<file path="config.mk">
export PLATFORM = sky130hd
export DESIGN_NAME = neuron_mac
export DESIGN_NICKNAME = d
export VERILOG_FILES = /design/src/rtl/neuron_mac.sv
export SDC_FILE = /design/constraint.sdc
export NUM_CORES = 1
export LEC_CHECK = 0
export BUFFER_PORTS_ARGS = -buffer_cell sky130_fd_sc_hd__buf_2
export CORE_MARGIN = 4
export CORE_UTILIZATION = 55
export CTS_BUF_LIST = sky130_fd_sc_hd__clkbuf_8
export DETAILED_ROUTE_END_ITERATION = 16
export HOLD_SLACK_MARGIN = 0.15
export PLACE_DENSITY = 0.71
export SKIP_LAST_GASP = 1
export SLEW_MARGIN = 5
export SYNTH_ARGS = -nofsm -noshare
export SYNTH_HDL_FRONTEND = slang
export SYNTH_SLANG_ARGS = --single-unit
</file>
<file path="constraint.sdc">
create_clock -name clk -period 12.1 [get_ports clk]
set_clock_uncertainty 0.2 [all_clocks]
set_input_delay 2.42 -clock clk [delete_from_list [all_inputs] [get_ports clk]]
set_output_delay 2.42 -clock clk [all_outputs]
set_load 0.01 [all_outputs]
</file>
<file path="src/rtl/neuron_mac.sv">
// neuron_mac: sequential multiply-accumulate engine for one neuron.
// It streams DEPTH weight/pixel pairs from a synchronous-read ROM and buffer,
// with one cycle of latency, and accumulates their products onto a signed bias.
// The ROM and the buffer share one address bus.
// The result optionally passes through a ReLU and is held behind a
// valid/ready handshake until the consumer accepts it.
module neuron_mac #(
  parameter int DEPTH     = 784,
  parameter int WIDTH     = 32,
  parameter int PIX_WIDTH = 8,
  parameter int ACC_WIDTH = 64,
  parameter int RELU      = 1
) (
  input  logic                        clk,
  input  logic                        rst,
  input  logic                        start,
  input  logic signed [WIDTH-1:0]     bias,
  output logic [$clog2(DEPTH)-1:0]    addr,
  input  logic signed [WIDTH-1:0]     weight,
  input  logic [PIX_WIDTH-1:0]        pixel,
  output logic                        busy,
  output logic                        out_valid,
  input  logic                        out_ready,
  output logic signed [ACC_WIDTH-1:0] out_data
);

  // Address width. DEPTH must be at least 2 so that the address bus has at least one bit.
  localparam int AW = $clog2(DEPTH);
  // Product width: a signed weight times a zero-extended (so non-negative) pixel.
  localparam int PW = WIDTH + PIX_WIDTH + 1;
  localparam logic [AW-1:0] LAST_ADDR = AW'(DEPTH - 1);

  typedef enum logic [1:0] {
    IDLE,
    RUN,
    DRAIN,
    OUT
  } state_t;

  state_t                      state;
  logic                        acc_vld;   // weight/pixel on the inputs belong to the previous RUN address
  logic signed [ACC_WIDTH-1:0] acc;

  logic signed [PW-1:0]        prod;
  logic signed [ACC_WIDTH-1:0] prod_ext;
  logic signed [ACC_WIDTH-1:0] sum;
  logic signed [ACC_WIDTH-1:0] result;

  // Product of the current ROM/buffer data and the running sum that includes it.
  // The sum wraps modulo 2^ACC_WIDTH.
  // NOTE: every signal assigned in always_comb gets a value on every path, so no latch is inferred.
  always_comb begin
    prod     = weight * $signed({1'b0, pixel});
    prod_ext = {{(ACC_WIDTH - PW){prod[PW-1]}}, prod};
    sum      = acc + prod_ext;
    result   = sum;
    if ((RELU != 0) && sum[ACC_WIDTH-1]) begin
      result = '0;
    end
  end

  // Control FSM, address counter, accumulator and registered result/handshake.
  // addr doubles as the element counter and is held at 0 outside RUN.
  // NOTE: state registers use non-blocking assignments so every flop samples pre-edge values.
  always_ff @(posedge clk) begin
    if (rst) begin
      state     <= IDLE;
      addr      <= '0;
      acc_vld   <= 1'b0;
      acc       <= '0;
      busy      <= 1'b0;
      out_valid <= 1'b0;
      out_data  <= '0;
    end else begin
      // Data arrives one cycle after its address, so the accumulate flag trails RUN by one cycle.
      acc_vld <= (state == RUN);
      if (acc_vld) begin
        acc <= sum;
      end

      case (state)
        IDLE: begin
          if (start) begin
            state <= RUN;
            busy  <= 1'b1;
            addr  <= '0;
            acc   <= {{(ACC_WIDTH - WIDTH){bias[WIDTH-1]}}, bias};
          end
        end
        RUN: begin
          if (addr == LAST_ADDR) begin
            state <= DRAIN;
            addr  <= '0;
          end else begin
            addr <= addr + 1'b1;
          end
        end
        DRAIN: begin
          // The last element is folded in here; the sum is captured in the same cycle.
          state     <= OUT;
          busy      <= 1'b0;
          out_valid <= 1'b1;
          out_data  <= result;
        end
        OUT: begin
          if (out_ready) begin
            state     <= IDLE;
            out_valid <= 1'b0;
          end
        end
        default: state <= IDLE;
      endcase
    end
  end

endmodule

</file>
# Word level (Yosys, flattened, before mapping)
# Index checks and enable logic that the tools add are counted.
[op_classes] add_sub_neg=2 n_mul=1 div=0 magnitude_cmp=0 n_eq_ne=7 n_shift=0 n_mux=15 n_bitwise=0 reduce_logical=8
[ops] cell="$mux 64" count=3
[ops] cell="$add 64x41->64" count=1
[ops] cell="$mux 63" count=1
[ops] cell="$mul 32x9->41" count=1
[ops] cell="$mux 10" count=2
[ops] cell="$pmux 10 s2" count=1
[ops] cell="$add 10x1->10 const B" count=1
[ops] cell="$eq 10x10->1 const B" count=1
[ops] cell="$pmux 2 s4" count=1
[ops] cell="$mux 2" count=3
[ops] cell="$reduce_and 2->1" count=3
[ops] cell="$reduce_bool 2->1" count=3
[ops] cell="$eq 2x2->1 const B" count=2
[ops] cell="$ne 2x2->1 const B" count=2
[ops] cell="$pmux 1 s2" count=2
[ops] cell="$reduce_and 3->1" count=1
[ops] cell="$eq 2x1->1 const B" count=1
[ops] cell="$logic_not 2->1" count=1
[ops] cell="$mux 1" count=2
[ops] cell="$ne 2x1->1 const B" count=1
[word_totals] register_bits=143 latchBits=0 ram_bits=0 romBits=0 in_bits=76 out_inout_bits=76 word_cells=40 memories=0

# Depth between registers and ports, before layout
# Gate-level depths: netlist (run 1).
[depth] depth_word=5 mapped_depth=26 ltp_nobuf=23

# Worst setup path before layout (run 1)
# OpenSTA, ideal clock, no wires.
[synth_path] path_kind="input to register" start="input pixel[0]" end="register out_data[18]" setup_time_ns=0.070 t_arrival_ns=8.616 required_ns=11.830 path_slack_ns=3.214 stages=22 path_buffers=4 path_cell_list="clkbuf_1 > nand2_1 > fa_1 > fa_1 > fa_1 > fa_1 > inv_1 > fa_1 > ha_1 > clkbuf_1 > and3_1 > and2_1 > a21oi_1 > o21a_1 > o21ai_0 > a41o_1 > a21oi_1 > xnor2_1 > buf_2 > buf_2 > nand3_1 > a21oi_1"
[synth_between] elab_chain_cells=3
[synth_rtl] element="from (decl)" line_no="20" source="input logic [PIX_WIDTH-1:0] pixel,"
[synth_rtl] element="$mul 32x9->41" line_no="53" source="prod = weight * $signed({1'b0, pixel});"
[synth_rtl] element="$add 64x41->64" line_no="55" source="sum = acc + prod_ext;"
[synth_rtl] element="$mux 63" line_no="57" source="if ((RELU != 0) && sum[ACC_WIDTH-1]) begin"
[synth_rtl] element="to (signal assigned)" line_no="103" source="out_data <= result;"
[synth_rtl] element="to (decl)" line_no="24" source="output logic signed [ACC_WIDTH-1:0] out_data"
# No other way between the ends.
# A chain may end at the register's enable or synchronous reset.

# Final worst setup path (run 1)
[layout_path] start="input pixel[1]" end="register out_data[41]"
# Same word-level chain as after synthesis.

==> results of run 1 <==
-- final timing paths --
kind | start | to | slack (ps) | cells past startpoint
max | pixel[1] | out_data[41] | 2410 | 21
min | out_data[61] | out_data[61] | 260 | 2
max reg2reg | acc[18] | out_data[41] | 7240 | 15
min reg2reg | out_data[61] | out_data[61] | 260 | 2
-- registers in the layout, indices dropped and copies added (netlist names) --
signal,flops
acc,64
addr,10
state,2
out_data,63
acc_vld,1
busy,1
out_valid,1
-- per-layer routing --
layer  track usage, %  up-vias  wire [microns]
met1             40.1     6880           20600
met3             4.40       48            3110
met4             5.30        0             678
li1                 -     6709               -
met2             41.3      462           20300
met5                0        -               0
-- metrics by stage --
step           cells  cell area (sq um)  util (%)
2_1_floorplan   2027              17400         -
3_3_place_gp    2487              18300      59.4
3_5_place_dp    2487              18300      59.4
4_1_cts         2518              18700      60.6
5_1_grt         2518              18700      60.6
6_report        2518              18700      60.6
-- layout make-up --
cell class | instances | share of cell area [%]
clock inverters | 12 | 0.608
inverters | 309 | 6.19
clock buffers | 19 | 1.40
well taps | 396 | 2.65
repair buffers | 162 | 4.49
multi-input cells | 1478 | 69.5
flip-flops and latches | 142 | 15.2
-- kinds of logic (layout without fill, tap and decap cells) --
| kind of cell | Yosys count | after routing | share of synthesized area (%) |
|---|---|---|---|
| buf+inv | 407 | 502 | 8.94 |
| flops | 142 | 142 | 16.4 |
| xor+xnor | 77 | 77 | 3.88 |
| compound gates | 378 | 378 | 14.2 |
| fa+ha+maj | 379 | 379 | 38.3 |
| mux | 41 | 41 | 2.36 |
| simple gates | 602 | 602 | 15.9 |
| other cells | 1 | 1 | 0.0216 |
-- worst reg2reg max path: cells and delay by family (launching register included) --
| kind | cells | cell delay (ps) |
|---|---|---|
| xor+xnor | 1 | 150 |
| flops | 1 | 370 |
| compound gates | 8 | 1950 |
| fa+ha+maj | 2 | 910 |
| simple gates | 1 | 780 |
| buf+inv | 3 | 440 |
-- placed cells by master, fill, tap and decap left out, types with 47 or more instances in the layout --
cell	instances
a21oi_1	130
and2_1	102
buf_2	150
dfxtp_1	141
fa_1	255
ha_1	124
inv_1	310
nand2_1	272
nand3_1	47
nor2_1	104
o21ai_0	61
xnor2_1	47
==> run metrics, run 1 <==
Fmax achieved 103 MHz; Worst path max stage delay 780 ps; max-slew violations 0; CP endpoint kind register; initial antenna violation count 0; top-area cell type share of the netlist area 29.4%; Post-synth EDFFs 0; worst-skew pair later-pin latency 470 ps; area leader, netlist fa_1; HPWL Detailed 36.1 mm; Worst slew margin 36.5%; Worst Path Arrival 9880 ps; most frequent cell after synthesis inv_1; 1st-iter DRT viols 1146; Synth Register Bits 142; Slew @ Worst Pin 952 ps; layout cells sized above 1 10.3%; chip width 186 microns; gpl congestion 0.965; Synth Net Count 2482; FFs w/ async S/R, synth 0%; largest net degree at the start of global routing 71; Initial Utilization 56.2%; Mean Syn Cell Area 8.57 sq um; Crit path required time 12290 ps; gr usage total 26.7%; wirelength, routed 44.8 mm; Avg Vias per Cell 5.60; nets 2565; cell mode on critical path fa_1; max-cap viol count 0; WHS 262 ps; ANT cells 0; Synth Flop Type dfxtp_1; WS Path Type in -> reg; Cell Chain, Critical Path buf_2, buf_4, nand2_1, fa_1, fa_1, fa_1, fa_1, inv_1, buf_4, fa_1, ha_1, a21oi_1, o21bai_1, a21o_1, o21bai_1, a41o_1, a21oi_1, xnor2_2, buf_4, and2_1, a22o_1; CP Launch Type primary input; Synth top cells by count inv_1 (309), nand2_1 (273), fa_1 (255); htree depth 4; Num CTS Buffers 17; port bufs 150; DR DRC count 0; Avg WL per Cell 17.8 microns; sequential area share after synthesis 16.4%; Hold Path Class reg -> reg; # hold bufs at CTS 0; Final ANT Viol Nets 0; Post-CTS Setup Bufs 0; # fillers 2770; drt first pass iters 6; Rows 64; setup_tns 0 ps; deepest clock path buffer count 2; RSZ-0062 raised after global routing no; Root Buffer clkbuf_8; io pins 152; Gate Count Post-Synth 2027; total number of vias 14100; Core ar. 0.0309 sq mm; synth top area cells fa_1 (29%), dfxtp_1 (16%), ha_1 (8.9%); number of clock sinks 142; CTS tree yes; PostCTS Resize Cnt 0; setup ws final 2410 ps; vias in the first global route 14100; dpl ws 1960 ps; CP max-delay cell and2_1; Reg area 0.00285 sq mm; status completed; multi-input combinational cell area 0.0130 sq mm; Syn Std Cell Area 0.0174 sq mm; first-pass GRT wire length 74.2 mm; CTS clock-pin slew for the worst setup and hold paths 80 ps; Synth cell types 70; Min Clock Period, post-route 9690 ps; die area 0.0345 sq mm; Final Hold Fails 0; GRT overflow 0; area delta synth->final 7.75%; Yosys Warn Count 0; Buf+Inv Stages, Crit Path 5; Die Ht 186 microns; Final setup viols 0; Crit path max-delay family adder cells; CP Max Fanout 32; fin crit share 80.1%
Power of run 1 is not shown: default switching activity piles up to over one toggle a cycle in this logic, so the estimate is an artifact.
==> run 2, diff against run 1 <==
- ABC_AREA: not set -> 1
- PLACE_DENSITY: 0.71 -> 0.74
- clock period: 12.1 -> 7.9 ns (I/O delays scaled with it)
==> run metrics, run 2 <==
Synth Register Bits 142 (unchanged); number of clock sinks 142 (unchanged); Worst Path Arrival 7530 ps (-2350 ps); fin crit share 92.5%; port bufs 150 (unchanged); FF-to-FF Start acc[13]; Synth Net Count 3408 (+37%); max-slew violations 0 (unchanged); Die Ht 200 microns (+7.9%); Yosys Warn Count 0 (unchanged); layout cells sized above 1 12.3% (+2.0 points); 1st-iter DRT viols 1280 (+12%); Synth top cells by count nand2_1 (978), inv_1 (698), fa_1 (255); Post-Synth XOR/XNOR Area 1.89% (-2.0 points); largest net degree at the start of global routing 70 (-1.4%); multi-input combinational cell area 0.0143 sq mm (+10%); Num CTS Buffers 17 (unchanged); Final setup viols 0 (unchanged); setup_tns 0 ps (unchanged); die area 0.0402 sq mm (+16%); largest reg by FF count acc; GRT overflow 0 (unchanged); Root Buffer clkbuf_8; Final Util 59.5% (-1.1 points); Initial Utilization 55.7% (-0.56 points); top-area cell type share of the netlist area 25.1% (-4.3 points); met1 GRT Util 40.5% (+0.40 points); Mean Syn Cell Area 6.90 sq um (-20%); most common cell after layout, fill and taps aside nand2_1; Avg WL per Cell 16.5 microns (-7.1%); synth top area cells fa_1 (25%), nand2_1 (18%), dfxtp_1 (14%); dpl cells 3483 (+40%); HPWL Detailed 48.3 mm (+34%); Non-Filler Instances 3515 (+40%); wirelength, routed 58.0 mm (+30%); Fmax achieved 137 MHz; DR DRC count 0 (unchanged); Gate Count Post-Synth 2953 (+46%); sequential area share after synthesis 14.0% (-2.4 points); FF-to-FF setup slack 4450 ps (-2790 ps); total number of vias 18200 (+29%); # hold bufs at CTS 0 (unchanged); GRT busiest layer met2; Worst Hold Launch out_data[39]; area delta synth->final 6.88%; RSZ-0062 raised after global routing no; Final Hold Fails 0 (unchanged); max reg flops 64 (unchanged); area leader, netlist fa_1; Rows 70 (+9.4%); main combinational cell family by area after synthesis adder cells; io pins 152 (unchanged); worst min-delay path endpoint out_data[39]; Avg Vias per Cell 5.19 (-7.3%); reg-to-reg endpoint out_data[34]; drt first pass iters 5 (-1); Min Clock Period, post-route 7310 ps; gr usage total 29.2% (+2.5 points); WS Path Type in -> reg; dpl ws 192 ps (-1770 ps); deepest clock path buffer count 2 (unchanged); Hold Path Depth 2 (unchanged); status completed; biggest regs acc: 64 flops, out_data: 63 flops, addr: 10 flops; nets 3489 (+36%); Syn Std Cell Area 0.0204 sq mm (+17%); CTS tree yes; met2 Usage GRT 48.4% (+7.2 points); worst-skew pair later-pin latency 490 ps (+20 ps); Synth Flop Type dfxtp_1; FFs w/ async S/R, synth 0% (unchanged); PostCTS Resize Cnt 0 (unchanged); CP Launch Type primary input; simple-gate share of the synthesized area 26.9% (+11 points); htree depth 4 (unchanged); multiplexer area fraction after synthesis 0% (-2.4 points); Post-synth EDFFs 0 (unchanged); Adder-Cell Fraction of Synth Area 32.7% (-5.6 points); Final ANT Viol Nets 0 (unchanged); leading cell types in the layout, fill and taps excluded nand2_1 (978), inv_1 (698), fa_1 (255); Global Route met3 Usage 4.28% (-0.12 points); # fillers 3521 (+27%); Crit path required time 8120 ps (-4170 ps); gpl congestion 1.02 (+6.0%); max-cap viol count 0 (unchanged); ANT cells 0 (unchanged); vias in the first global route 18200 (+29%); most frequent cell after synthesis nand2_1; Worst slew margin 16.7% (-20 points); chip width 200 microns (+7.9%); Worst Reg-to-Reg Cells 18 (+3); Hold Path Class reg -> reg; CTS clock-pin slew for the worst setup and hold paths 100 ps (+20 ps); CP endpoint kind register; setup ws final 591 ps (-1820 ps); Synth cell types 47 (-33%); Core ar. 0.0366 sq mm (+18%); post-synthesis compound-gate area fraction 8.67% (-5.5 points); Slew @ Worst Pin 1250 ps (+298 ps); Post-CTS Setup Bufs 0 (unchanged); initial antenna violation count 1 (+1); Reg area 0.00284 sq mm (about the same); first-pass GRT wire length 95.4 mm (+29%); CP Max Fanout 23 (-28%)
## run 2: cell types whose count changed in the layout (fill, tap and decap cells not counted), moves of 24 or more
cell      before  now
a211oi_1      40    2
a21o_1        41    1
a21oi_1      130  178
a21oi_2        2   61
and2_1       102    3
inv_1        310  698
mux2i_1       41    0
nand2_1      272  978
nand3_2        0   62
o21ai_0       61   37
xnor2_1       47    8
## run 2: critical path, cell delays in order
cell and delay [ps]:
buf_2 390, nand2_1 230, fa_1 770, fa_1 610, fa_1 630, fa_1 430
inv_1 110, buf_12 200, fa_1 450, ha_1 400, nand2_1 170, nor2_1 260
nand2_1 230, nor4_1 310, nand2_1 190, nand2_1 110, nand2_1 50, nand2_1 120
nand3_2 110, a21oi_2 180
## run 2: cell families (layout without fill, tap and decap cells)
| kind of cell | after synthesis | in the layout |
|---|---|---|
| AOI/OAI and AO/OA | 298 | 298 |
| xor gates and xnor gates | 44 | 44 |
| adders and majority gates | 379 | 379 |
| buffers and inverters | 817 | 911 |
| DFF | 142 | 142 |
| other | 1 | 1 |
| and+or+nand+nor | 1272 | 1272 |
## run 2: worst max-delay path by stage
| stage | end | startpoint | cells after the start |
|---|---|---|---|
| 3_3_place_gp | out_data[53] | pixel[0] | 20 |
| 3_5_place_dp | out_data[53] | pixel[0] | 20 |
| 4_1_cts | out_data[53] | pixel[0] | 20 |
| 2_1_floorplan | out_data[60] | weight[31] | 23 |
| 5_1_grt | out_data[34] | pixel[0] | 24 |
| 6_report | out_data[53] | pixel[0] | 20 |
## run 2: area by class of cell
| class | instances | share of cell area, % |
|---|---|---|
| clock buffer | 19 | 1.20 |
| inverter | 705 | 12.2 |
| sequential | 142 | 13.1 |
| multi-input combinational | 1994 | 65.7 |
| tap | 468 | 2.69 |
| clock inverter | 13 | 0.678 |
| timing repair buffer | 174 | 4.52 |
## run 2: per-stage QoR
| stage | hold slack (ps) | instance area (sq um) |
|---|---|---|
| 3_3_place_gp | 253 | 21400 |
| 2_1_floorplan | 261 | 20400 |
| 5_1_grt | 297 | 21800 |
| 4_1_cts | 275 | 21800 |
| 6_report | 276 | 21800 |
| 3_5_place_dp | 259 | 21400 |
## run 2: metal layers
layer,share of wire (%),wire length (microns),up-vias
met5,0,0,-
met4,2.4,1410,0
met1,44,25600,8680
li1,-,-,8883
met2,47,27300,587
met3,6.3,3650,88
Power of run 2 is left out for the same reason.
